**src/rtl/stage_wb_trap_pkg.sv**
```systemverilog
// stage_wb_trap_pkg: shared encodings for the write-back / trap stage.
// Holds the RV32 opcodes, the funct3 encodings for loads and CSR ops,
// the machine CSR addresses, the mcause codes, the fixed SYSTEM encodings,
// the FSM state encoding and the load-extension helper.
package stage_wb_trap_pkg;

    // Major opcodes (instruction[6:0])
    localparam logic [6:0] OPC_LUI    = 7'b0110111;
    localparam logic [6:0] OPC_AUIPC  = 7'b0010111;
    localparam logic [6:0] OPC_JAL    = 7'b1101111;
    localparam logic [6:0] OPC_JALR   = 7'b1100111;
    localparam logic [6:0] OPC_BRANCH = 7'b1100011;
    localparam logic [6:0] OPC_LOAD   = 7'b0000011;
    localparam logic [6:0] OPC_STORE  = 7'b0100011;
    localparam logic [6:0] OPC_OP_IMM = 7'b0010011;
    localparam logic [6:0] OPC_OP     = 7'b0110011;
    localparam logic [6:0] OPC_FENCE  = 7'b0001111;
    localparam logic [6:0] OPC_SYSTEM = 7'b1110011;

    // Load funct3
    localparam logic [2:0] F3_LB  = 3'b000;
    localparam logic [2:0] F3_LH  = 3'b001;
    localparam logic [2:0] F3_LW  = 3'b010;
    localparam logic [2:0] F3_LBU = 3'b100;
    localparam logic [2:0] F3_LHU = 3'b101;

    // CSR funct3; bit 2 selects the immediate form, bits 1:0 the operation
    localparam logic [2:0] F3_CSRRW  = 3'b001;
    localparam logic [2:0] F3_CSRRS  = 3'b010;
    localparam logic [2:0] F3_CSRRC  = 3'b011;
    localparam logic [2:0] F3_CSRRWI = 3'b101;
    localparam logic [2:0] F3_CSRRSI = 3'b110;
    localparam logic [2:0] F3_CSRRCI = 3'b111;
    localparam logic [1:0] CSR_OP_RW = 2'b01;
    localparam logic [1:0] CSR_OP_RS = 2'b10;
    localparam logic [1:0] CSR_OP_RC = 2'b11;

    // Machine CSR addresses
    localparam logic [11:0] CSR_MSTATUS = 12'h300;
    localparam logic [11:0] CSR_MTVEC   = 12'h305;
    localparam logic [11:0] CSR_MEPC    = 12'h341;
    localparam logic [11:0] CSR_MCAUSE  = 12'h342;
    localparam logic [11:0] CSR_MTVAL   = 12'h343;
    localparam logic [11:0] CSR_MHARTID = 12'hF14;

    // mcause codes
    localparam logic [31:0] CAUSE_INST_MIS = 32'd0;
    localparam logic [31:0] CAUSE_ILLEGAL  = 32'd2;
    localparam logic [31:0] CAUSE_BREAK    = 32'd3;
    localparam logic [31:0] CAUSE_LD_MIS   = 32'd4;
    localparam logic [31:0] CAUSE_ST_MIS   = 32'd6;
    localparam logic [31:0] CAUSE_ECALL_M  = 32'd11;

    // Fixed SYSTEM encodings
    localparam logic [31:0] INST_ECALL  = 32'h0000_0073;
    localparam logic [31:0] INST_EBREAK = 32'h0010_0073;
    localparam logic [31:0] INST_MRET   = 32'h3020_0073;

    // FSM states
    localparam logic [0:0] ST_RUN   = 1'b0;
    localparam logic [0:0] ST_FLUSH = 1'b1;

    // Pick the byte/half addressed by offset out of an aligned word and extend it.
    function automatic logic [31:0] load_extend(input logic [2:0]  funct3,
                                                input logic [1:0]  offset,
                                                input logic [31:0] word);
        logic [7:0]  b;
        logic [15:0] h;
        b = word[{offset, 3'b000} +: 8];
        h = offset[1] ? word[31:16] : word[15:0];
        case (funct3)
            F3_LB:   return {{24{b[7]}}, b};
            F3_LH:   return {{16{h[15]}}, h};
            F3_LBU:  return {24'b0, b};
            F3_LHU:  return {16'b0, h};
            default: return word;
        endcase
    endfunction

endpackage

```
**src/rtl/wb_trap_csr.sv**
```systemverilog
// wb_trap_csr: machine trap CSR file (mstatus, mtvec, mepc, mcause, mtval,
// mhartid) for the write-back / trap stage.
// Ports:
//   clk_i, rst_i        clock, synchronous active-high reset
//   csr_addr_i          CSR address of the current instruction
//   csr_we_i            commit a CSR write this edge
//   csr_op_i            RW / RS / RC
//   csr_operand_i       rs1 value or zero-extended zimm
//   csr_rdata_o         current (old) value of the addressed CSR
//   csr_known_o         address is implemented
//   csr_ro_o            address is read-only
//   trap_i, trap_*_i    record a trap (epc, cause, tval) and stack MIE
//   mret_i              restore MIE from MPIE
//   mtvec_o, mepc_o     redirect targets
module wb_trap_csr
    import stage_wb_trap_pkg::*;
#(
    parameter logic [31:0] MTVEC_RESET = 32'h0000_0100,
    parameter bit          HAS_C       = 1'b0
) (
    input  logic        clk_i,
    input  logic        rst_i,
    input  logic [11:0] csr_addr_i,
    input  logic        csr_we_i,
    input  logic [1:0]  csr_op_i,
    input  logic [31:0] csr_operand_i,
    output logic [31:0] csr_rdata_o,
    output logic        csr_known_o,
    output logic        csr_ro_o,
    input  logic        trap_i,
    input  logic [31:0] trap_cause_i,
    input  logic [31:0] trap_epc_i,
    input  logic [31:0] trap_tval_i,
    input  logic        mret_i,
    output logic [31:0] mtvec_o,
    output logic [31:0] mepc_o
);

    localparam logic [31:0] EPC_MASK  = HAS_C ? 32'hFFFF_FFFE : 32'hFFFF_FFFC;
    localparam logic [31:0] TVEC_MASK = 32'hFFFF_FFFC;

    logic        mie_q, mie_d, mpie_q, mpie_d;
    logic [31:0] mtvec_q, mtvec_d, mepc_q, mepc_d;
    logic [31:0] mcause_q, mcause_d, mtval_q, mtval_d;
    logic [31:0] wval;

    // Read mux; MPP is hard-wired to machine mode.
    always_comb begin
        csr_rdata_o = 32'b0;
        csr_known_o = 1'b1;
        csr_ro_o    = 1'b0;
        case (csr_addr_i)
            CSR_MSTATUS: csr_rdata_o = {19'b0, 2'b11, 3'b0, mpie_q, 3'b0, mie_q, 3'b0};
            CSR_MTVEC:   csr_rdata_o = mtvec_q;
            CSR_MEPC:    csr_rdata_o = mepc_q;
            CSR_MCAUSE:  csr_rdata_o = mcause_q;
            CSR_MTVAL:   csr_rdata_o = mtval_q;
            CSR_MHARTID: csr_ro_o    = 1'b1;
            default:     csr_known_o = 1'b0;
        endcase
    end

    always_comb begin
        case (csr_op_i)
            CSR_OP_RW: wval = csr_operand_i;
            CSR_OP_RS: wval = csr_rdata_o | csr_operand_i;
            CSR_OP_RC: wval = csr_rdata_o & ~csr_operand_i;
            default:   wval = csr_rdata_o;
        endcase
    end

    // A trap outranks MRET, which outranks an explicit CSR write.
    always_comb begin
        mie_d    = mie_q;
        mpie_d   = mpie_q;
        mtvec_d  = mtvec_q;
        mepc_d   = mepc_q;
        mcause_d = mcause_q;
        mtval_d  = mtval_q;
        if (trap_i) begin
            mepc_d   = trap_epc_i & EPC_MASK;
            mcause_d = trap_cause_i;
            mtval_d  = trap_tval_i;
            mpie_d   = mie_q;
            mie_d    = 1'b0;
        end else if (mret_i) begin
            mie_d  = mpie_q;
            mpie_d = 1'b1;
        end else if (csr_we_i) begin
            case (csr_addr_i)
                CSR_MSTATUS: begin
                    mie_d  = wval[3];
                    mpie_d = wval[7];
                end
                CSR_MTVEC:  mtvec_d  = wval & TVEC_MASK;
                CSR_MEPC:   mepc_d   = wval & EPC_MASK;
                CSR_MCAUSE: mcause_d = wval;
                CSR_MTVAL:  mtval_d  = wval;
                default: ;
            endcase
        end
    end

    always_ff @(posedge clk_i) begin
        if (rst_i) begin
            mie_q    <= 1'b0;
            mpie_q   <= 1'b0;
            mtvec_q  <= MTVEC_RESET & TVEC_MASK;
            mepc_q   <= 32'b0;
            mcause_q <= 32'b0;
            mtval_q  <= 32'b0;
        end else begin
            mie_q    <= mie_d;
            mpie_q   <= mpie_d;
            mtvec_q  <= mtvec_d;
            mepc_q   <= mepc_d;
            mcause_q <= mcause_d;
            mtval_q  <= mtval_d;
        end
    end

    assign mtvec_o = mtvec_q;
    assign mepc_o  = mepc_q;

endmodule

```
**src/rtl/stage_wb_trap.sv**
```systemverilog
// stage_wb_trap: final RV32 pipeline stage. Writes the register file,
// takes prioritised synchronous exceptions, executes MRET, and drives the
// PC redirect plus a FLUSH_CYCLES-long flush of the younger stages.
// Ports:
//   clk_i, rst_i                  clock, synchronous active-high reset
//   valid_i / ready_o             retiring-instruction handshake
//   pc_i, instruction_i           instruction being retired
//   alu_d_i, mem_d_i, mem_addr_i  ALU result, raw load word, effective address
//   csr_wdata_i                   rs1 value or zimm for CSR instructions
//   e_*_i                         upstream exception flags
//   rd_o, rf_wd_o, we_rf_o        register-file write port (registered)
//   redirect_o, redirect_pc_o     one-cycle PC redirect
//   flush_o                       flush younger stages
//   is_exc_taken_o, retire_o      trap / commit pulses
//   dbg_state_o                   current FSM state
//
// Handshake: an instruction transfers on a rising edge where valid_i and
// ready_o are both high; ready_o is high exactly when the FSM is in RUN and
// does not depend on valid_i. valid_i is ignored whenever ready_o is low.
module stage_wb_trap
    import stage_wb_trap_pkg::*;
#(
    parameter logic [31:0] MTVEC_RESET  = 32'h0000_0100,
    parameter int unsigned FLUSH_CYCLES = 2,
    parameter bit          HAS_C        = 1'b0
) (
    input  logic        clk_i,
    input  logic        rst_i,
    input  logic        valid_i,
    output logic        ready_o,
    input  logic [31:0] pc_i,
    input  logic [31:0] instruction_i,
    input  logic [31:0] alu_d_i,
    input  logic [31:0] mem_d_i,
    input  logic [31:0] mem_addr_i,
    input  logic [31:0] csr_wdata_i,
    input  logic        e_illegal_inst_i,
    input  logic        e_inst_addr_mis_i,
    input  logic        e_ld_addr_mis_i,
    input  logic        e_st_addr_mis_i,
    output logic [4:0]  rd_o,
    output logic [31:0] rf_wd_o,
    output logic        we_rf_o,
    output logic        redirect_o,
    output logic [31:0] redirect_pc_o,
    output logic        flush_o,
    output logic        is_exc_taken_o,
    output logic        retire_o,
    output logic [0:0]  dbg_state_o
);

    localparam logic [3:0] FLUSH_LAST = 4'(FLUSH_CYCLES - 1);

    logic [6:0]  opcode;
    logic [2:0]  funct3;
    logic [4:0]  rd, rs1;
    logic        accept, is_csr, is_mret, csr_wr_req, csr_illegal, writes_rd;
    logic        exc_any;
    logic [31:0] exc_cause, exc_tval, wb_data;
    logic [31:0] csr_rdata, mtvec, mepc;
    logic        csr_known, csr_ro;

    logic [0:0]  state_q, state_d;
    logic [3:0]  cnt_q, cnt_d;
    logic [4:0]  rd_q, rd_d;
    logic [31:0] rf_wd_q, rf_wd_d, redirect_pc_q, redirect_pc_d;
    logic        we_rf_q, we_rf_d, redirect_q, redirect_d;
    logic        exc_q, exc_d, retire_q, retire_d;

    assign opcode = instruction_i[6:0];
    assign rd     = instruction_i[11:7];
    assign funct3 = instruction_i[14:12];
    assign rs1    = instruction_i[19:15];

    assign ready_o = (state_q == ST_RUN);
    assign accept  = valid_i & ready_o;

    assign is_csr  = (opcode == OPC_SYSTEM) && (funct3[1:0] != 2'b00);
    assign is_mret = (instruction_i == INST_MRET);
    // Set/clear with a zero source field is a pure read, so it may target mhartid.
    assign csr_wr_req  = is_csr && ((funct3[1:0] == CSR_OP_RW) || (rs1 != 5'd0));
    assign csr_illegal = is_csr && (!csr_known || (csr_wr_req && csr_ro));

    always_comb begin
        exc_any   = 1'b1;
        exc_cause = 32'b0;
        exc_tval  = 32'b0;
        if (e_inst_addr_mis_i) begin
            exc_cause = CAUSE_INST_MIS;
            exc_tval  = alu_d_i;
        end else if (e_illegal_inst_i || csr_illegal) begin
            exc_cause = CAUSE_ILLEGAL;
            exc_tval  = instruction_i;
        end else if (instruction_i == INST_EBREAK) begin
            exc_cause = CAUSE_BREAK;
            exc_tval  = pc_i;
        end else if (instruction_i == INST_ECALL) begin
            exc_cause = CAUSE_ECALL_M;
        end else if (e_ld_addr_mis_i) begin
            exc_cause = CAUSE_LD_MIS;
            exc_tval  = mem_addr_i;
        end else if (e_st_addr_mis_i) begin
            exc_cause = CAUSE_ST_MIS;
            exc_tval  = mem_addr_i;
        end else begin
            exc_any = 1'b0;
        end
    end

    always_comb begin
        case (opcode)
            OPC_OP, OPC_OP_IMM, OPC_LUI, OPC_AUIPC,
            OPC_JAL, OPC_JALR, OPC_LOAD: writes_rd = 1'b1;
            OPC_SYSTEM:                  writes_rd = is_csr;
            default:                     writes_rd = 1'b0;
        endcase
    end

    always_comb begin
        case (opcode)
            OPC_LOAD:   wb_data = load_extend(funct3, mem_addr_i[1:0], mem_d_i);
            OPC_SYSTEM: wb_data = csr_rdata;
            default:    wb_data = alu_d_i;
        endcase
    end

    wb_trap_csr #(
        .MTVEC_RESET (MTVEC_RESET),
        .HAS_C       (HAS_C)
    ) u_csr (
        .clk_i         (clk_i),
        .rst_i         (rst_i),
        .csr_addr_i    (instruction_i[31:20]),
        .csr_we_i      (accept & ~exc_any & csr_wr_req),
        .csr_op_i      (funct3[1:0]),
        .csr_operand_i (csr_wdata_i),
        .csr_rdata_o   (csr_rdata),
        .csr_known_o   (csr_known),
        .csr_ro_o      (csr_ro),
        .trap_i        (accept & exc_any),
        .trap_cause_i  (exc_cause),
        .trap_epc_i    (pc_i),
        .trap_tval_i   (exc_tval),
        .mret_i        (accept & ~exc_any & is_mret),
        .mtvec_o       (mtvec),
        .mepc_o        (mepc)
    );

    // Output pulses are rebuilt every cycle; they only carry data after an accept.
    always_comb begin
        state_d       = state_q;
        cnt_d         = cnt_q;
        rd_d          = 5'b0;
        rf_wd_d       = 32'b0;
        we_rf_d       = 1'b0;
        redirect_d    = 1'b0;
        redirect_pc_d = 32'b0;
        exc_d         = 1'b0;
        retire_d      = 1'b0;
        case (state_q)
            ST_RUN: begin
                if (accept) begin
                    rd_d     = rd;
                    rf_wd_d  = wb_data;
                    we_rf_d  = ~exc_any & writes_rd & (rd != 5'd0);
                    retire_d = ~exc_any;
                    if (exc_any || is_mret) begin
                        redirect_d    = 1'b1;
                        redirect_pc_d = exc_any ? mtvec : mepc;
                        exc_d         = exc_any;
                        state_d       = ST_FLUSH;
                        cnt_d         = FLUSH_LAST;
                    end
                end
            end
            default: begin
                // The first FLUSH cycle coincides with the redirect pulse.
                if (cnt_q == 4'd0) state_d = ST_RUN;
                else               cnt_d   = cnt_q - 4'd1;
            end
        endcase
    end

    always_ff @(posedge clk_i) begin
        if (rst_i) begin
            state_q       <= ST_RUN;
            cnt_q         <= 4'd0;
            rd_q          <= 5'd0;
            rf_wd_q       <= 32'd0;
            we_rf_q       <= 1'b0;
            redirect_q    <= 1'b0;
            redirect_pc_q <= 32'd0;
            exc_q         <= 1'b0;
            retire_q      <= 1'b0;
        end else begin
            state_q       <= state_d;
            cnt_q         <= cnt_d;
            rd_q          <= rd_d;
            rf_wd_q       <= rf_wd_d;
            we_rf_q       <= we_rf_d;
            redirect_q    <= redirect_d;
            redirect_pc_q <= redirect_pc_d;
            exc_q         <= exc_d;
            retire_q      <= retire_d;
        end
    end

    assign rd_o           = rd_q;
    assign rf_wd_o        = rf_wd_q;
    assign we_rf_o        = we_rf_q;
    assign redirect_o     = redirect_q;
    assign redirect_pc_o  = redirect_pc_q;
    assign flush_o        = (state_q == ST_FLUSH);
    assign is_exc_taken_o = exc_q;
    assign retire_o       = retire_q;
    assign dbg_state_o    = state_q;

endmodule

```
**config.mk**
```make
export PLATFORM = sky130hd
export DESIGN_NAME = stage_wb_trap
export DESIGN_NICKNAME = d
export VERILOG_FILES = /design/src/rtl/stage_wb_trap_pkg.sv /design/src/rtl/wb_trap_csr.sv /design/src/rtl/stage_wb_trap.sv
export SDC_FILE = /design/constraint.sdc
export NUM_CORES = 1
export LEC_CHECK = 0
export CORE_MARGIN = 1.5
export CORE_UTILIZATION = 35
export CTS_BUF_LIST = sky130_fd_sc_hd__clkbuf_4 sky130_fd_sc_hd__clkbuf_8 sky130_fd_sc_hd__clkbuf_16
export CTS_CLUSTER_DIAMETER = 60
export DETAILED_ROUTE_END_ITERATION = 16
export GPL_ROUTABILITY_DRIVEN = 0
export PLACE_DENSITY_LB_ADDON = 0.1
export SETUP_SLACK_MARGIN = 0.4
export SLEW_MARGIN = 25
export SYNTH_ARGS = -nofsm -noshare
export SYNTH_HDL_FRONTEND = slang
export SYNTH_HIERARCHICAL = 1
export SYNTH_SLANG_ARGS = --single-unit
```
**constraint.sdc**
```tcl
create_clock -name clk_i -period 4.65 [get_ports clk_i]
set_input_delay 0.6975 -clock clk_i [delete_from_list [all_inputs] [get_ports clk_i]]
set_output_delay 0.6975 -clock clk_i [all_outputs]
set_load 0.02 [all_outputs]
```
==> out/summary.txt, run 1 <==
STATUS
---------------------------------------------------------------------------------
Outcome ............................................................ finished clean

SYNTH
---------------------------------------------------------------------------------
Post-synthesis instance total ......................................         1631
Number of synthesized register bits ................................          204
Cell area after synthesis ..........................................   12520 um^2
Total of warnings raised by yosys ..................................            6
EDFF count, synth ..................................................            0
Average size of a mapped cell ......................................   7.678 um^2
Async SR Flop Fraction .............................................           0%
Most instantiated flip-flop cell in the synthesis netlist .......... sky130_fd_sc_hd__dfxtp_1
Sequential element share of the synthesized area ...................       32.61%
Number of distinct library cells after synthesis ...................           74

STA
---------------------------------------------------------------------------------
Post-route minimum period ..........................................      4118 ps
Final number of max-transition violations ..........................            0
Skew final .........................................................     10.16 ps
Hold Fails Final Rpt ...............................................            0
Final setup violation count ........................................            0
Setup TNS ..........................................................         0 ps
RSZ-0062 raised after global routing ...............................        false
Fmax ...............................................................    242.8 MHz
Final worst-path cycle share .......................................       88.56%
Transition time at the pin with the least slew margin ..............     924.6 ps
Max transition margin ..............................................       37.90%

CRITICAL PATH
---------------------------------------------------------------------------------
Signal arrival time at the worst endpoint ..........................      4590 ps
Required time of the critical path .................................      5120 ps
Cell mode on critical path ......................................... sky130_fd_sc_hd__buf_4
Crit-path max cell delay ...........................................       530 ps
Cell at the slowest stage of the critical path ..................... sky130_fd_sc_hd__or4b_4
Ordered cell list for the critical path ............................ clkdlybuf4s50_1 > or4_4 > a211oi_2 > buf_4 > o21ai_0 > nand2b_1 > inv_1 > or4b_4 > a31oi_4 > buf_4 > and3_1 > nor2_4 > nor3_2 > buf_4 > o211ai_1 > buf_4 > o21ai_0 > a22oi_1 > o22ai_1
Worst Path Max Fanout ..............................................            5
Kind of end point of the critical path .............................    flip-flop
Startpoint type of the worst setup path ............................    input pin
Worst setup path class .............................................    in -> reg

FLOORPLAN
---------------------------------------------------------------------------------
Starting Density ...................................................       35.38%
Die width ..........................................................     192.2 um
Die Height .........................................................     192.2 um
Die Footprint ......................................................   36920 um^2
Number of placement rows ...........................................           69
Std-Cell Core Area .................................................   35400 um^2
Number of placed I/O pins ..........................................          275

CLOCK NETWORK
---------------------------------------------------------------------------------
Clock Path Buffers .................................................            3
Depth of the CTS H-tree ............................................            1
Number of buffers added by the clock tree synthesis step ...........           30
Latest clock arrival within the worst-skew pair ....................       570 ps
Cts hold-fix bufs ..................................................            0
Clock slew seen by the registers of the worst setup and hold paths .        60 ps
Root buffer cell ................................................... sky130_fd_sc_hd__clkbuf_16
Number of clock sinks ..............................................          204
Clock tree from TritonCTS ..........................................         done

POWER
---------------------------------------------------------------------------------
Internal power .....................................................     3.758 mW
Flop pwr share .....................................................        35.4%
Part of the total power dissipated in the clock network ............        45.7%
Worst supply voltage drop on vdd ...................................  0.0002666 V
Combinational Power Share ..........................................        18.9%
Overall Power ......................................................     5.323 mW
Power density over cell area ....................................... 305.1 nW/um^2
Sw Ratio ...........................................................       29.41%
Switching Power ....................................................     1.566 mW
Cell leakage power .................................................     6.384 nW

FINAL LAYOUT
---------------------------------------------------------------------------------
Area overhead of the layout relative to synthesis ..................       39.30%
Layout Nets ........................................................         2126
Commonest non-fill, non-tap cell in the layout ..................... sky130_fd_sc_hd__clkdlybuf4s50_1
Highest-count cells in the layout ignoring fill and taps ........... sky130_fd_sc_hd__clkdlybuf4s50_1, sky130_fd_sc_hd__nand2_1, sky130_fd_sc_hd__dfxtp_1, sky130_fd_sc_hd__buf_4, sky130_fd_sc_hd__a21oi_1
Final-layout fill cell count .......................................         3535
Ratio of cells with drive above 1 in the final layout ..............       13.13%
Final Instance Count excl. Fillers .................................         2412

ROUTE
---------------------------------------------------------------------------------
Routed wirelength normalized by instance count .....................     26.83 um
Number of iterations in the first detailed-routing pass ............           10
Residual DRC .......................................................            0
First-iteration detailed-routing DRC count .........................         1793
Number of nets with antenna violations after detailed routing ......            0
DR vias/cell .......................................................        6.091
Final wirelength ...................................................     64.71 mm
Via Count ..........................................................        14690

GLOBAL ROUTE
---------------------------------------------------------------------------------
Maximum number of pins on one net before global-route repair .......           81
Global routing usage summed across all routing layers ..............       33.83%
Wire length of the first global-routing pass .......................     91.34 mm
Overflow left after global routing .................................            0
Antenna violations before repair ...................................            0
Vias in the first global route .....................................        13580

PLACED DESIGN
---------------------------------------------------------------------------------
IO Port Bufs .......................................................          274
Number of placed instances with taps included ......................         2352
HPWL after DPL .....................................................     48.35 mm

JOB
---------------------------------------------------------------------------------
Number of maximum-capacitance constraint violations ................            0

HOLD PATH
---------------------------------------------------------------------------------
Class of the tightest hold or removal check ........................   reg -> reg

-- per-layer routing --
metal	share of wire (%)	GRT usage (%)
met1	40	44.29
met2	43	51.92
met3	10	5.938
met4	6.6	19.92
met5	0	0
-- kinds of logic after synthesis --
group           share of synthesized area, %
compound gates                         28.06
xor+xnor                               2.238
fa+ha+maj                            0.09989
buf+inv                                6.934
flops                                  32.61
mux                                    3.387
other cells                          0.05997
simple gates                           26.61
-- worst max-delay path: cells and delay by family --
family / cells / cell delay [ps]
buffers and inverters: 6 / 1150
AO/OA/AOI/OAI: 7 / 1120
AND/OR/NAND/NOR: 6 / 1610
-- synth_stat cells, types with 9 or more instances --
master	count	share of area, %
sky130_fd_sc_hd__dfxtp_1	204	33
sky130_fd_sc_hd__nor3_1	29	1.2
sky130_fd_sc_hd__a211o_1	9	0.63
sky130_fd_sc_hd__nand2b_1	24	1.2
sky130_fd_sc_hd__o21ai_0	63	2.5
sky130_fd_sc_hd__a211oi_1	38	2.3
sky130_fd_sc_hd__and2_1	42	2.1
sky130_fd_sc_hd__a221oi_1	69	4.8
sky130_fd_sc_hd__a21oi_1	114	4.6
sky130_fd_sc_hd__buf_2	34	1.4
sky130_fd_sc_hd__nor4_1	9	0.45
sky130_fd_sc_hd__xnor2_1	32	2.2
sky130_fd_sc_hd__nand3b_1	25	1.5
sky130_fd_sc_hd__nand2_1	206	6.2
sky130_fd_sc_hd__o31ai_1	34	2.0
sky130_fd_sc_hd__and3_1	34	1.7
sky130_fd_sc_hd__nand3_1	98	3.9
sky130_fd_sc_hd__nor2b_1	40	2.0
sky130_fd_sc_hd__a222oi_1	16	1.3
sky130_fd_sc_hd__clkbuf_1	115	3.4
sky130_fd_sc_hd__o22ai_1	22	1.1
sky130_fd_sc_hd__nor2_1	103	3.1
sky130_fd_sc_hd__mux2i_1	39	3.1
sky130_fd_sc_hd__inv_1	46	1.4
sky130_fd_sc_hd__or3_1	12	0.60
sky130_fd_sc_hd__a22oi_1	43	2.6
-- flip-flops by register name, summed over array words and instances, names as in the netlist --
name / flops
rd_o: 5
redirect_o: 1
is_exc_taken_o: 1
u_csr/mepc_o: 30
rf_wd_o: 32
u_csr/mtval_q: 32
dbg_state_o: 1
cnt_q: 4
u_csr/mie_q: 1
we_rf_o: 1
redirect_pc_o: 32
u_csr/mpie_q: 1
u_csr/mtvec_o: 30
u_csr/mcause_q: 32
retire_o: 1
-- area by class of cell --
cell class	count	area, um^2	area share [%]
multi-input combinational	1249	7810	44.77
sequential	204	4084	23.41
timing repair buffer	395	3732	21.39
clock buffer	38	865.8	4.963
tap	461	576.8	3.306
clock inverter	18	201.4	1.155
inverter	46	172.7	0.9897
antenna	1	2.502	0.01434
-- power by group through the flow --
stage	combinational, mW	clock (mW)	sequential, mW
3_3_place_gp	0.964	0	1.92
6_report	1.00	2.44	1.88
2_1_floorplan	0.469	0	1.93
4_1_cts	0.974	2.46	1.88
3_5_place_dp	0.968	0	1.92
5_1_grt	1.05	2.53	1.89
-- final timing paths --
check | to | from | slack [ps] | depth (start not counted)
max reg2reg | u_csr/mepc_o[20] | dbg_state_o | 1980 | 11
max | u_csr/mcause_q[20] | instruction_i[25] | 530 | 19
min | u_csr/mtvec_o[21] | u_csr/mtvec_o[21] | 470 | 2
min reg2reg | u_csr/mtvec_o[21] | u_csr/mtvec_o[21] | 470 | 2
-- timing repair --
action                                  in CTS  in global routing
gates resized for setup                      0                 21
buffers inserted                             0                  3
endpoints found under the setup margin       0                 97
-- metrics by stage --
stage | utilization, % | hold WS, ps | cell area [um^2] | setup slack (ps)
floorplan | - | 444.8 | 12750 | 409.4
global placement | 45.99 | 454.2 | 16280 | -39.12
detailed placement | 46.00 | 458.9 | 16280 | -104.8
CTS | 49.01 | 466.3 | 17350 | 442.2
global route | 49.28 | 487.9 | 17440 | 362.6
finish | 49.29 | 471.1 | 17450 | 532.0
(Power assumes the default switching activity.)
==> inputs of run 2 (changes only) <==
--- a/config.mk
+++ b/config.mk
@@ -5,6 +5,7 @@
 export SDC_FILE = /design/constraint.sdc
 export NUM_CORES = 1
 export LEC_CHECK = 0
+export ABC_AREA = 1
 export CORE_MARGIN = 1.5
 export CORE_UTILIZATION = 35
 export CTS_BUF_LIST = sky130_fd_sc_hd__clkbuf_4 sky130_fd_sc_hd__clkbuf_8 sky130_fd_sc_hd__clkbuf_16
==> run 2 against run 1 <==
Count of clock-buffer cells in the layout stayed put. Synthesized cell count increased by 31%. Cell area fell by 0.36%. Worst hold slack worse by 9.2 ps. Register-to-register slack better by 20 ps.
==> out/summary.txt, run 2 <==
SYNTH
---------------------------------------------------------------------------------
Largest cells by area after synthesis .............................. sky130_fd_sc_hd__dfxtp_1, sky130_fd_sc_hd__nand2_1, sky130_fd_sc_hd__nand3_1
Sequential element share of the synthesized area ...................       31.06%   -1.6 points
Top cells by count, synth .......................................... sky130_fd_sc_hd__nand2_1, sky130_fd_sc_hd__nand3_1, sky130_fd_sc_hd__inv_1
Share of the synthesized area in the top cell type .................       31.06%   -1.6 points
EDFF count, synth ..................................................            0   unchanged
Average size of a mapped cell ......................................   6.139 um^2   -20%
Synth area leader .................................................. sky130_fd_sc_hd__dfxtp_1
Post-synthesis instance total ......................................         2142   +31%
Number of distinct library cells after synthesis ...................           50   -32%
Leading cell type by number of instances after synthesis ........... sky130_fd_sc_hd__nand2_1
Cell area after synthesis ..........................................   13150 um^2   +5.0%
Number of synthesized register bits ................................          204   unchanged
Most instantiated flip-flop cell in the synthesis netlist .......... sky130_fd_sc_hd__dfxtp_1
Async SR Flop Fraction .............................................           0%   unchanged
Total of warnings raised by yosys ..................................            6   unchanged

FINAL LAYOUT
---------------------------------------------------------------------------------
Area overhead of the layout relative to synthesis ..................       32.19%
Highest-count cells in the layout ignoring fill and taps ........... sky130_fd_sc_hd__nand2_1, sky130_fd_sc_hd__nand3_1, sky130_fd_sc_hd__clkdlybuf4s50_1, sky130_fd_sc_hd__inv_1, sky130_fd_sc_hd__dfxtp_1
Layout Nets ........................................................         2586   +22%
Final Instance Count excl. Fillers .................................         2877   +19%
Cell area after layout .............................................   17380 um^2   -0.36%
Final core occ .....................................................       47.26%   -2.0 points
Ratio of cells with drive above 1 in the final layout ..............       7.862%   -5.3 points
Commonest non-fill, non-tap cell in the layout ..................... sky130_fd_sc_hd__nand2_1

CRITICAL PATH
---------------------------------------------------------------------------------
Crit-path max cell delay ...........................................       590 ps   +60 ps
Startpoint type of the worst setup path ............................    input pin
Worst setup path class .............................................    in -> reg
Critical Path Sink ................................................. u_csr/mepc_o[3]
Ordered cell list for the critical path ............................ clkdlybuf4s50_1 > nor2_1 > nand2_1 > nor2_1 > nand2_1 > nand2_1 > nor4_4 > o21ai_0 > nand2_1 > nand2_1 > nand3_2 > o21ai_1 > inv_2 > inv_4 > buf_4 > nand2_1 > buf_4 > o21ai_0 > inv_1 > a21oi_1
Reg2Reg Capture Point .............................................. u_csr/mcause_q[11]
Cell mode on critical path ......................................... sky130_fd_sc_hd__nand2_1
Depth of the most critical reg-to-reg path .........................           13   +2
Worst Path Max Fanout ..............................................           30   +25
Required time of the critical path .................................      5150 ps   +30 ps
Cell at the slowest stage of the critical path ..................... sky130_fd_sc_hd__clkdlybuf4s50_1
Setup slack of the most critical reg-to-reg path ...................      2000 ps   +20 ps
Critical Path Start ................................................ instruction_i[20]
Signal arrival time at the worst endpoint ..........................      4330 ps   -260 ps
Kind of end point of the critical path .............................    flip-flop
Worst R2R Start ....................................................  dbg_state_o

POWER
---------------------------------------------------------------------------------
Power density over cell area ....................................... 303.9 nW/um^2   -0.42%
Switching Power ....................................................     1.531 mW   -2.2%
Worst supply voltage drop on vdd ...................................  0.0002789 V   +4.6%
Cell leakage power .................................................     7.767 nW   +22%
Part of the total power dissipated in the clock network ............        45.2%   -0.5 points
Combinational Power Share ..........................................        19.0%   about the same
Sw Ratio ...........................................................       28.99%   -0.42 points
Flop pwr share .....................................................        35.8%   +0.4 points
Internal power .....................................................     3.751 mW   -0.19%

ROUTE
---------------------------------------------------------------------------------
Number of nets with antenna violations after detailed routing ......            0   unchanged
Residual DRC .......................................................            0   unchanged
First-iteration detailed-routing DRC count .........................         1901   +6.0%
Met2 Wirelength ....................................................     28.02 mm   about the same
Routed wirelength normalized by instance count .....................     22.15 um   -17%
Met3 wire len ......................................................     6.124 mm   -8.2%
Highest metal layer with signal wires ..............................         met5
Via Count ..........................................................        15890   +8.1%
DR vias/cell .......................................................        5.522   -9.3%
Number of iterations in the first detailed-routing pass ............            8   -2
DRT met1 WL ........................................................     26.11 mm   +1.5%
Final wirelength ...................................................     63.73 mm   -1.5%

CLOCK NETWORK
---------------------------------------------------------------------------------
Latest clock arrival within the worst-skew pair ....................       570 ps   about the same
Post-CTS Setup Bufs ................................................            0   unchanged
Number of instances resized during post-cts repair .................            0   unchanged
Root buffer cell ................................................... sky130_fd_sc_hd__clkbuf_16
Clock slew seen by the registers of the worst setup and hold paths .        60 ps   about the same
Number of buffers added by the clock tree synthesis step ...........           29   -3.3%
Depth of the CTS H-tree ............................................            1   unchanged
Cts hold-fix bufs ..................................................            0   unchanged
Clock Path Buffers .................................................            3   unchanged
Number of clock sinks ..............................................          204   unchanged
Clock tree from TritonCTS ..........................................         done

STA
---------------------------------------------------------------------------------
Post-route minimum period ..........................................      3829 ps   -289.0 ps
Worst slack on hold paths ..........................................     461.9 ps   -9.159 ps
Max transition margin ..............................................       31.60%   -6.3 points
Hold Fails Final Rpt ...............................................            0   unchanged
Skew final .........................................................     10.26 ps   +0.1038 ps
Fmax ...............................................................    261.2 MHz   +7.5%
Final number of max-transition violations ..........................            0   unchanged
Transition time at the pin with the least slew margin ..............      1025 ps   +100.3 ps
Final setup violation count ........................................            0   unchanged
Setup TNS ..........................................................         0 ps   unchanged
Final worst-path cycle share .......................................       82.34%   -6.2 points
RSZ-0062 raised after global routing ...............................        false

PLACED DESIGN
---------------------------------------------------------------------------------
Post-detailed-placement cell area ..................................   16350 um^2   +0.40%
HPWL after DPL .....................................................     46.07 mm   -4.7%
Number of placed instances with taps included ......................         2823   +20%
IO Port Bufs .......................................................          274   unchanged

GLOBAL ROUTE
---------------------------------------------------------------------------------
Wire length of the first global-routing pass .......................     92.73 mm   +1.5%
Antenna violations before repair ...................................            6   +6
Vias in the first global route .....................................        14850   +9.3%
Overflow left after global routing .................................            0   unchanged
Maximum number of pins on one net before global-route repair .......           72   -11%
Global routing usage summed across all routing layers ..............       31.77%   -2.1 points

JOB
---------------------------------------------------------------------------------
Number of maximum-capacitance constraint violations ................            0   unchanged

FLOORPLAN
---------------------------------------------------------------------------------
Die Footprint ......................................................   38740 um^2   +4.9%
Number of placed I/O pins ..........................................          275   unchanged
Die width ..........................................................     196.8 um   +2.4%
Die Height .........................................................     196.8 um   +2.4%
Starting Density ...................................................       35.75%   +0.37 points
Number of placement rows ...........................................           70   +1.4%
Std-Cell Core Area .................................................   36790 um^2   +3.9%

STATUS
---------------------------------------------------------------------------------
Outcome ............................................................ finished clean

HOLD PATH
---------------------------------------------------------------------------------
Class of the tightest hold or removal check ........................   reg -> reg

-- run 2: logic make-up after synthesis --
logic type | share of synthesized area, %
other cells | 0.05711
simple gates | 37.81
xor+xnor | 0.06662
compound gates | 18.30
buf+inv | 12.62
fa+ha+maj | 0.09513
flops | 31.06
-- run 2: layer usage --
| metal | up-vias | GRT usage [%] |
|---|---|---|
| li1 | 7491 | - |
| met1 | 7342 | 42.28 |
| met2 | 883 | 48.97 |
| met3 | 167 | 5.219 |
| met4 | 4 | 17.44 |
| met5 | - | 0 |
-- run 2: final cells by class --
class	instances	area, um^2
clock buffers	38	837.1
diodes	5	12.51
repair buffers	328	3203
multi-input cells	1579	7552
inverters	244	920.9
fillers	3893	19400
well taps	468	585.6
clock inverters	11	187.7
flip-flops and latches	204	4084
-- run 2: critical path: cells and delay by family --
family | cells | cell delay [ps]
buffers and inverters | 6 | 1510
AND/OR/NAND/NOR | 10 | 1370
AO/OA/AOI/OAI | 4 | 700
-- run 2: power by group through the flow --
stage          clock network, mW  registers, mW  logic, mW
3_3_place_gp                   0           1.93      0.974
6_report                    2.39           1.89       1.00
2_1_floorplan                  0           1.94      0.511
3_5_place_dp                   0           1.93      0.975
5_1_grt                     2.49           1.90       1.08
4_1_cts                     2.42           1.89      0.982
-- run 2: through the flow --
| step | worst slack [ps] | power, mW |
|---|---|---|
| 3_5_place_dp | 431.5 | 2.902 |
| 4_1_cts | 996.5 | 5.291 |
| 3_3_place_gp | 491.0 | 2.899 |
| 6_report | 821.0 | 5.282 |
| 5_1_grt | 488.3 | 5.471 |
| 2_1_floorplan | 1195 | 2.447 |
-- run 2: worst min-delay path by stage --
stage	from	to	slack (ps)	cells after the start
floorplan	u_csr/mtvec_o[27]	redirect_pc_o[27]	440	2
global placement	u_csr/mtvec_o[27]	redirect_pc_o[27]	450	2
detailed placement	u_csr/mtvec_o[27]	redirect_pc_o[27]	450	2
CTS	u_csr/mtvec_o[27]	redirect_pc_o[27]	460	2
global route	u_csr/mtvec_o[27]	redirect_pc_o[27]	490	2
finish	u_csr/mtvec_o[27]	redirect_pc_o[27]	460	2
==> inputs of run 3 (changes only) <==
==> constraint.sdc (replaced) <==
create_clock -name clk_i -period 3.2 [get_ports clk_i]
set_input_delay 0.48 -clock clk_i [delete_from_list [all_inputs] [get_ports clk_i]]
set_output_delay 0.48 -clock clk_i [all_outputs]
set_load 0.02 [all_outputs]
==> run 3 against run 2 <==
Sequential cell count did not move. Largest cell class unchanged. Cell area is 9.0% higher. Sequential share of layout area fell by 1.9 points. Critical endpoint is now u_csr/mtvec_o[21]. Largest power group unchanged.
==> out/summary.txt, run 3 (same netlist as run 2, synthesis figures left out) <==
CRITICAL PATH
---------------------------------------------------------------------------------
Worst Path Max Fanout ..............................................            6   -80%
Critical Path Sink ................................................. u_csr/mtvec_o[21]
Kind of end point of the critical path .............................    flip-flop
Worst setup path class .............................................    in -> reg
Critical Path Start ................................................ instruction_i[21]
Signal arrival time at the worst endpoint ..........................      3220 ps   -1110 ps
Worst R2R Start ....................................................  dbg_state_o
Startpoint type of the worst setup path ............................    input pin
Reg2Reg Capture Point .............................................. u_csr/mtvec_o[21]
Setup slack of the most critical reg-to-reg path ...................       700 ps   -1300 ps
Depth of the most critical reg-to-reg path .........................           13   unchanged
Required time of the critical path .................................      3720 ps   -1430 ps

ROUTE
---------------------------------------------------------------------------------
Number of iterations in the first detailed-routing pass ............            6   -2
DR vias/cell .......................................................        5.463   -1.1%
First-iteration detailed-routing DRC count .........................         1839   -3.3%
Final wirelength ...................................................     66.35 mm   +4.1%
Residual DRC .......................................................            0   unchanged
Via Count ..........................................................        16300   +2.6%
Routed wirelength normalized by instance count .....................     22.23 um   +0.37%
Number of nets with antenna violations after detailed routing ......            0   unchanged

FINAL LAYOUT
---------------------------------------------------------------------------------
Highest-count cells in the layout ignoring fill and taps ........... sky130_fd_sc_hd__nand2_1, sky130_fd_sc_hd__nand3_1, sky130_fd_sc_hd__clkdlybuf4s50_1, sky130_fd_sc_hd__inv_1, sky130_fd_sc_hd__dfxtp_1
Cell area after layout .............................................   18950 um^2   +9.0%
Commonest non-fill, non-tap cell in the layout ..................... sky130_fd_sc_hd__nand2_1
Final Instance Count excl. Fillers .................................         2984   +3.7%
Final-layout fill cell count .......................................         3720   -4.4%
Ratio of cells with drive above 1 in the final layout ..............       15.31%   +7.4 points
Layout Nets ........................................................         2693   +4.1%
Area overhead of the layout relative to synthesis ..................       44.13%
FF+latch area ......................................................    4084 um^2   unchanged
Multi-input gate area in the final layout ..........................    7974 um^2   +5.6%

FLOORPLAN
---------------------------------------------------------------------------------
Starting Density ...................................................       35.75%   unchanged
Die Footprint ......................................................   38740 um^2   unchanged
Number of placement rows ...........................................           70   unchanged
Number of placed I/O pins ..........................................          275   unchanged
Die Height .........................................................     196.8 um   unchanged
Die width ..........................................................     196.8 um   unchanged
Std-Cell Core Area .................................................   36790 um^2   unchanged

STA
---------------------------------------------------------------------------------
Max transition margin ..............................................       50.17%   +19 points
Hold Fails Final Rpt ...............................................            0   unchanged
Final setup violation count ........................................            0   unchanged
Transition time at the pin with the least slew margin ..............     739.6 ps   -285.3 ps
Skew final .........................................................     22.89 ps   +12.63 ps
RSZ-0062 raised after global routing ...............................        false
Fmax ...............................................................    371.0 MHz
Final worst-path cycle share .......................................       84.24%
Post-route minimum period ..........................................      2696 ps
Final number of max-transition violations ..........................            0   unchanged

PLACED DESIGN
---------------------------------------------------------------------------------
IO Port Bufs .......................................................          274   unchanged
Post-detailed-placement cell area ..................................   17590 um^2   +7.6%
Number of placed instances with taps included ......................         2916   +3.3%
HPWL after DPL .....................................................     48.88 mm   +6.1%

CLOCK NETWORK
---------------------------------------------------------------------------------
Root buffer cell ................................................... sky130_fd_sc_hd__clkbuf_16
Clock tree from TritonCTS ..........................................         done
Number of clock sinks ..............................................          204   unchanged
Depth of the CTS H-tree ............................................            1   unchanged
Latest clock arrival within the worst-skew pair ....................       570 ps   about the same
Clock slew seen by the registers of the worst setup and hold paths .        60 ps   about the same
Cts hold-fix bufs ..................................................            0   unchanged
Clock Path Buffers .................................................            3   unchanged
Number of buffers added by the clock tree synthesis step ...........           29   unchanged

GLOBAL ROUTE
---------------------------------------------------------------------------------
Overflow left after global routing .................................            0   unchanged
Antenna violations before repair ...................................            1   -5
Wire length of the first global-routing pass .......................     95.83 mm   +3.3%
Vias in the first global route .....................................        15140   +1.9%
Maximum number of pins on one net before global-route repair .......          106   +47%
Global routing usage summed across all routing layers ..............       33.02%   +1.3 points

JOB
---------------------------------------------------------------------------------
Number of maximum-capacitance constraint violations ................            0   unchanged

STATUS
---------------------------------------------------------------------------------
Outcome ............................................................ finished clean

HOLD PATH
---------------------------------------------------------------------------------
Class of the tightest hold or removal check ........................    in -> reg

POWER
---------------------------------------------------------------------------------
Cell leakage power .................................................     8.588 nW   +11%
Power density over cell area ....................................... 414.9 nW/um^2   +37%
Worst supply voltage drop on vdd ...................................  0.0003746 V   +34%

==> run 3: how the worst min path moves through the flow <==
stage,depth (start not counted),end,startpoint,slack (ps)
after floorplan,2,redirect_pc_o[27],u_csr/mtvec_o[27],440
after global placement,2,redirect_pc_o[30],u_csr/mtvec_o[30],460
after detailed placement,2,redirect_pc_o[30],u_csr/mtvec_o[30],460
after CTS,2,dbg_state_o,rst_i,120
after global routing,2,dbg_state_o,rst_i,150
final,2,dbg_state_o,rst_i,140
==> run 3: routing by layer <==
| layer | vias to the layer above | track usage [%] | part of all wire, % |
|---|---|---|---|
| li1 | 7706 | - | - |
| met1 | 7483 | 43.96 | 41 |
| met3 | 163 | 7.683 | 11 |
| met4 | 0 | 15.27 | 4.7 |
| met5 | - | 0 | 0 |
| met2 | 949 | 50.46 | 43 |
==> run 3: area by class of cell <==
class                      count  area share (%)
antenna                        1         0.01320
clock inverter                13          0.9110
tap                          468           3.090
timing repair buffer         435           22.72
clock buffer                  40           4.529
multi-input combinational   1579           42.07
sequential                   204           21.55
inverter                     244           5.116
==> run 3: metrics by stage <==
step           worst slack [ps]  total power, mW  hold WS, ps  util [%]  setup TNS [ps]
6_report                  504.4            7.863        142.9     51.52               0
4_1_cts                   396.7            7.842        118.6     50.90               0
3_3_place_gp             -293.3            4.366        463.8     47.82          -30970
2_1_floorplan             310.5            3.604        438.3         -               0
3_5_place_dp             -268.3            4.376        460.5     47.82          -26960
5_1_grt                   399.7            8.135        146.8     51.52               0
==> run 3: where the power goes <==
| group | internal, mW | switching [mW] | total, mW |
|---|---|---|---|
| sequential | 2.67 | 0.0786 | 2.75 |
| combinational | 0.680 | 0.980 | 1.66 |
| clock | 2.13 | 1.33 | 3.45 |
==> run 3: repair_timing <==
item / CTS / global route
endpoints found under the setup margin: 100 / 160
cloned: 1 / 1
gates resized for setup: 18 / 39
buffers inserted: 2 / 10
pin swaps: 2 / 20
==> run 3: worst max-delay path: stages <==
cell                            delay [ps]
sky130_fd_sc_hd__dlygate4sd2_1         430
sky130_fd_sc_hd__inv_6                  60
sky130_fd_sc_hd__nor2_4                130
sky130_fd_sc_hd__nand2_4                80
sky130_fd_sc_hd__nor2_4                120
sky130_fd_sc_hd__nand2_2                90
sky130_fd_sc_hd__nand2_2               100
sky130_fd_sc_hd__nor4_4                 40
sky130_fd_sc_hd__o21ai_1                70
sky130_fd_sc_hd__nand2_1                80
sky130_fd_sc_hd__nand2_2               100
sky130_fd_sc_hd__nand3_4                90
sky130_fd_sc_hd__o21ai_2               190
sky130_fd_sc_hd__inv_2                 140
sky130_fd_sc_hd__nor4_4                310
sky130_fd_sc_hd__buf_4                 190
sky130_fd_sc_hd__buf_4                 210
sky130_fd_sc_hd__o21a_1                130
sky130_fd_sc_hd__o21ai_0                80
sky130_fd_sc_hd__inv_1                  60
